==> src/rtl/reg_pkg.sv <==
// Shared types and default sizes for the scoreboarded register file.
package reg_pkg;

  localparam int unsigned DefaultDataW = 32;
  localparam int unsigned DefaultAddrW = 5;

  typedef enum logic {
    StRun,
    StClear
  } state_e;

endpackage

==> src/rtl/reg_scoreboard.sv <==
// Pending-producer bits per register entry, with write-clear bypass on the two lookups.
module reg_scoreboard #(
  parameter int unsigned ADDR_W   = 5,
  parameter int unsigned ZERO_REG = 1
) (
  input  logic              clk_i,
  input  logic              rst_i,
  input  logic              alloc_i,
  input  logic [ADDR_W-1:0] alloc_addr_i,
  input  logic              wclr_i,
  input  logic [ADDR_W-1:0] wclr_addr_i,
  input  logic              bclr_i,
  input  logic [ADDR_W-1:0] bclr_idx_i,
  input  logic [ADDR_W-1:0] look_a_addr_i,
  input  logic [ADDR_W-1:0] look_b_addr_i,
  output logic              busy_a_o,
  output logic              busy_b_o
);

  localparam int unsigned DEPTH = 2 ** ADDR_W;

  logic [DEPTH-1:0] r_pend;
  logic             w_alloc_ok;

  assign w_alloc_ok = alloc_i && !((ZERO_REG != 0) && (alloc_addr_i == '0));

  // Alloc is applied after the write-clear so it wins on a shared target.
  always_ff @(posedge clk_i or posedge rst_i) begin
    if (rst_i) begin
      r_pend <= '0;
    end else if (bclr_i) begin
      r_pend[bclr_idx_i] <= 1'b0;
    end else begin
      if (wclr_i) r_pend[wclr_addr_i] <= 1'b0;
      if (w_alloc_ok) r_pend[alloc_addr_i] <= 1'b1;
    end
  end

  function automatic logic busy_of(input logic [ADDR_W-1:0] a);
    logic b;
    if (bclr_i) b = 1'b1;
    else if ((ZERO_REG != 0) && (a == '0)) b = 1'b0;
    else if (wclr_i && !rst_i && (wclr_addr_i == a)) b = 1'b0;
    else b = r_pend[a];
    return b;
  endfunction

  assign busy_a_o = busy_of(look_a_addr_i);
  assign busy_b_o = busy_of(look_b_addr_i);

endmodule

==> src/rtl/reg_file_sb.sv <==
// Two-read/one-write register file with per-entry pending bits and a sequenced bulk clear.
module reg_file_sb
  import reg_pkg::*;
#(
  parameter int unsigned DATA_W   = DefaultDataW,
  parameter int unsigned ADDR_W   = DefaultAddrW,
  parameter int unsigned ZERO_REG = 1
) (
  input  logic              clk_i,
  input  logic              rst_i,
  input  logic              clr_i,
  output logic              ready_o,
  input  logic [ADDR_W-1:0] rs_addr_i,
  input  logic [ADDR_W-1:0] rt_addr_i,
  output logic [DATA_W-1:0] rs_data_o,
  output logic [DATA_W-1:0] rt_data_o,
  output logic              rs_busy_o,
  output logic              rt_busy_o,
  input  logic              we_i,
  input  logic [ADDR_W-1:0] wd_addr_i,
  input  logic [DATA_W-1:0] wd_data_i,
  input  logic              alloc_i,
  input  logic [ADDR_W-1:0] alloc_addr_i
);

  localparam int unsigned DEPTH = 2 ** ADDR_W;

  state_e            r_state, w_state_next;
  logic [ADDR_W-1:0] r_idx, w_idx_next;
  logic [DATA_W-1:0] r_mem [DEPTH];
  logic              w_clearing, w_last, w_wr_ok;

  assign w_clearing = (r_state == StClear);
  assign w_last     = (r_idx == ADDR_W'(DEPTH - 1));
  assign w_wr_ok    = we_i && !((ZERO_REG != 0) && (wd_addr_i == '0));
  assign ready_o    = !w_clearing;

  always_comb begin
    w_state_next = r_state;
    w_idx_next   = r_idx;
    case (r_state)
      StRun: begin
        if (clr_i) begin
          w_state_next = StClear;
          w_idx_next   = '0;
        end
      end
      StClear: begin
        if (w_last) begin
          w_state_next = StRun;
          w_idx_next   = '0;
        end else begin
          w_idx_next = r_idx + ADDR_W'(1);
        end
      end
      default: w_state_next = StRun;
    endcase
  end

  always_ff @(posedge clk_i or posedge rst_i) begin
    if (rst_i) begin
      r_state <= StRun;
      r_idx   <= '0;
    end else begin
      r_state <= w_state_next;
      r_idx   <= w_idx_next;
    end
  end

  always_ff @(posedge clk_i or posedge rst_i) begin
    if (rst_i) begin
      for (int i = 0; i < int'(DEPTH); i++) r_mem[i] <= '0;
    end else if (w_clearing) begin
      r_mem[r_idx] <= '0;
    end else if (w_wr_ok) begin
      r_mem[wd_addr_i] <= wd_data_i;
    end
  end

  // Bypass is suppressed while reset is held so every read returns zero.
  function automatic logic [DATA_W-1:0] rd_data(input logic [ADDR_W-1:0] a);
    logic [DATA_W-1:0] d;
    if (w_clearing || rst_i || ((ZERO_REG != 0) && (a == '0))) d = '0;
    else if (we_i && (wd_addr_i == a)) d = wd_data_i;
    else d = r_mem[a];
    return d;
  endfunction

  assign rs_data_o = rd_data(rs_addr_i);
  assign rt_data_o = rd_data(rt_addr_i);

  reg_scoreboard #(
    .ADDR_W   (ADDR_W),
    .ZERO_REG (ZERO_REG)
  ) u_scoreboard (
    .clk_i         (clk_i),
    .rst_i         (rst_i),
    .alloc_i       (alloc_i),
    .alloc_addr_i  (alloc_addr_i),
    .wclr_i        (w_wr_ok),
    .wclr_addr_i   (wd_addr_i),
    .bclr_i        (w_clearing),
    .bclr_idx_i    (r_idx),
    .look_a_addr_i (rs_addr_i),
    .look_b_addr_i (rt_addr_i),
    .busy_a_o      (rs_busy_o),
    .busy_b_o      (rt_busy_o)
  );

endmodule

==> config.mk <==
export PLATFORM = sky130hd
export DESIGN_NAME = reg_file_sb
export DESIGN_NICKNAME = d
export VERILOG_FILES = /design/src/rtl/reg_pkg.sv /design/src/rtl/reg_scoreboard.sv /design/src/rtl/reg_file_sb.sv
export SDC_FILE = /design/constraint.sdc
export NUM_CORES = 2
export LEC_CHECK = 0
export ABC_AREA = 1
export CAP_MARGIN = 20
export CORE_MARGIN = 5
export CORE_UTILIZATION = 35
export CTS_CLUSTER_DIAMETER = 40
export DETAILED_ROUTE_END_ITERATION = 8
export GPL_ROUTABILITY_DRIVEN = 0
export GPL_TIMING_DRIVEN = 1
export HOLD_SLACK_MARGIN = 0.06
export PLACE_DENSITY = 0.58
export SYNTH_ARGS = -nofsm -noshare
export SYNTH_HDL_FRONTEND = slang
export SYNTH_SLANG_ARGS = --single-unit
==> constraint.sdc <==
create_clock -name clk_i -period 77.1 [get_ports clk_i]
set_input_delay 23.13 -clock clk_i [delete_from_list [all_inputs] [get_ports clk_i]]
set_output_delay 23.13 -clock clk_i [all_outputs]
set_load 0.01 [all_outputs]
==> qor.txt <==
hold depth: 2
TritonCTS clock tree: built
# port buffers: 123
Final Hold Viols: 0
first-pass GRT wire length: 416 mm
simple logic cell fraction of the synthesized area: 0.320
Row Count: 153
final WL: 285 mm
Yosys top cell area share: 0.433
post-CTS setup buffers: 0
max_slew headroom: 0.145
final instance area: 0.0699 mm2
grt total ovfl: 0
type of the worst setup path: in2out
Post-DP Area: 0.0638 mm2
Arr. time, crit path: 28.05 ns
largest net degree at the start of global routing: 188
WL/cell: 26.1 um
CTS clk-pin slew, worst paths: 0.05 ns
Final ANT Viol Nets: 0
#FFs+latches synth: 1062
Final Util: 0.401
Syn Inst Count: 8823
leakage: 33.1 nW
syn_area_per_cell: 6.95 um2
final worst slack: 25.92 ns
Post-synth EDFFs: 0
area leader, netlist: dfrtp_1
# setup viols final: 0
IO Count: 124
Via-to-Cell Ratio: 5.94
CTS Buffer Depth: 3
hold_buf cts: 0
global-route usage over all layers: 0.298
CP Max Fanout: 110
skew final: 0.0292 ns
Hold Path Class: reg2reg
crit-path max cell delay: 0.85 ns
maxcap violations: 0
status: completed
Synthesis Warnings: 0
Min Clock Period, post-route: 51.18 ns
fmax: 19.5 MHz
Final Cycle Share: 0.664
post-cts resize count: 0
Starting Density: 0.352
CP Capture Type: primary output
H-tree levels: 4
Cell variety after synth: 39
CTS Root Cell: clkbuf_16
CP cell instances: buf_8 > inv_8 > buf_4 > buf_4 > buf_4 > nand2_1 > nand3_1 > nand3_1 > nand3_1 > nand2_1 > nand2_1 > a21oi_1 > clkdlybuf4s50_1
top post-synthesis cells by area: dfrtp_1 (43%), nand2_1 (16%), nand3_1 (14%), o22ai_1 (6.2%), inv_1 (5.5%)
Fin Setup TNS: 0 ns
r2r setup slk: 72.80 ns
xor-xnor portion of the synthesized cell area: 0.00114
Post-synth top cells: nand2_1 (2627), nand3_1 (1721), dfrtp_1 (1062)
vias in the first global route: 61.7k
worst hold slack: 0.463 ns
post-synthesis sequential area ratio: 0.433
mux share of post-synthesis cell area: 0
Die Width: 429 um
syn_nets: 8885
RSZ-0062 raised after global routing: false
adder-cell share of the synthesized area: 0.00102
CTS Sinks: 1062
Slew Viols, Final: 0
Die ar.: 0.184 mm2
most common cell in the netlist: nand2_1
Reg2Reg Depth: 8
largest family of logic cells by synthesized area: simple AND/OR/NAND/NOR gates
area grow syn2layout: 13.9%
worst reg2reg endpoint: r_mem[70]$_DFFE_PP0P_
Synth Flop Type: dfrtp_1
pwr dens: 26.9 mW/mm2
initial antenna violation count: 8
Crit path required time: 53.97 ns
share of cells above drive strength 1: 0.0623
clock latency on the worst-skew pair: 0.83 ns
Slew @ Worst Pin: 1.28 ns
router iterations before antenna repair: 9
initial DRC count: 9151
Inserted Clock Buffers: 167
FFs w/ async S/R, synth: 1.00
slowest CP cell: buf_4
Setup crit start kind: primary input
hold_sp: r_mem[1023]$_DFFE_PP0P_
height of the chip: 429 um
Core Region: 0.174 mm2
hold endpoint: r_mem[1023]$_DFFE_PP0P_
vias post-DR: 65.1k
dpl hpwl: 156 mm
Remaining DRCs: 0
peak supply drop: 21.4 uV
Place WS: 26.07 ns
# nets final: 8551
R2R Path Start: r_state$_DFF_PP0_
post-synthesis compound-gate area fraction: 0.135
synthesized cell area: 0.0613 mm2
[how the worst max path moves through the flow]
| stage | cells past startpoint | from | slack, ns | to |
|---|---|---|---|---|
| floorplan | 6 | rst_i | 7.28 | rs_data_o[10] |
| global placement | 13 | rt_addr_i[0] | 26.09 | rt_data_o[6] |
| detailed placement | 13 | rt_addr_i[0] | 26.07 | rt_data_o[6] |
| CTS | 13 | rt_addr_i[0] | 26.07 | rt_data_o[6] |
| global route | 13 | rt_addr_i[0] | 25.88 | rt_data_o[6] |
| finish | 13 | rt_addr_i[0] | 25.92 | rt_data_o[3] |
[worst max-delay path: cells and delay by family]
kind                   cells  cell delay (ns)
AO/OA/AOI/OAI              1             0.12
buffers and inverters      6             3.76
AND/OR/NAND/NOR            6             0.82
[power breakdown]
group / switching, mW / internal (mW) / leakage (nW)
clock: 0.296 / 0.492 / 2.77
sequential: 0.0433 / 0.638 / 14.7
combinational: 0.292 / 0.117 / 15.6
[placed cells by master (no fill, tap or decap), types with 6 or more instances in the layout]
cell type        instances
a21oi_1                169
buf_12                   6
buf_16                  17
buf_4                  134
bufinv_16               21
clkbuf_1                17
clkbuf_16              170
clkbuf_8                17
clkdlybuf4s50_1        113
clkinv_2                24
clkinv_4                 7
clkinvlp_4              22
dfrtp_1               1062
diode_2                  6
inv_1                  897
inv_2                   10
inv_6                   20
inv_8                    6
nand2_1               2592
nand2_2                 29
nand2_4                  9
nand3_1               1720
nor2_1                 233
nor2_4                   6
nor3_1                   7
o211ai_1                93
o21ai_0                503
o21ai_1                 48
o21ai_4                 12
o22ai_1                603
xnor2_1                  7
[flip-flops by register name, summed over array words and instances (netlist names)]
register	flops
r_idx	5
u_scoreboard.r_pend	32
r_mem	1024
r_state	1
[per-stage QoR]
step / power, mW / instances
after detailed placement: 1.08 / 10600
after global routing: 1.95 / 10900
final: 1.88 / 11000
after floorplan: 0.942 / 8823
after global placement: 1.07 / 10600
after CTS: 1.87 / 10900
[metal layers]
layer / global-route usage / up-vias / part of all wire
met5: 0 / - / 0.00012
met4: 0.232 / 6 / 0.092
met3: 0.0648 / 1132 / 0.11
met2: 0.453 / 4512 / 0.43
met1: 0.369 / 31100 / 0.37
li1: - / 28300 / -
[area by class of cell]
cell class	count	area [um2]
antenna	6	15.0
clock buffer	204	4550
clock inverter	96	1200
fill	17900	104000
inverter	915	3470
multi-input combinational	6067	28300
sequential	1062	26600
tap	2325	2910
timing repair buffer	276	2800
[logic make-up after synthesis]
logic type / count (synthesis)
XOR/XNOR: 8
adder cells (fa/ha/maj): 5
buffers and inverters: 1694
flip-flops: 1062
AO/OA/AOI/OAI: 1438
AND/OR/NAND/NOR: 4616
Note: power is estimated with default switching activity, not from simulation.
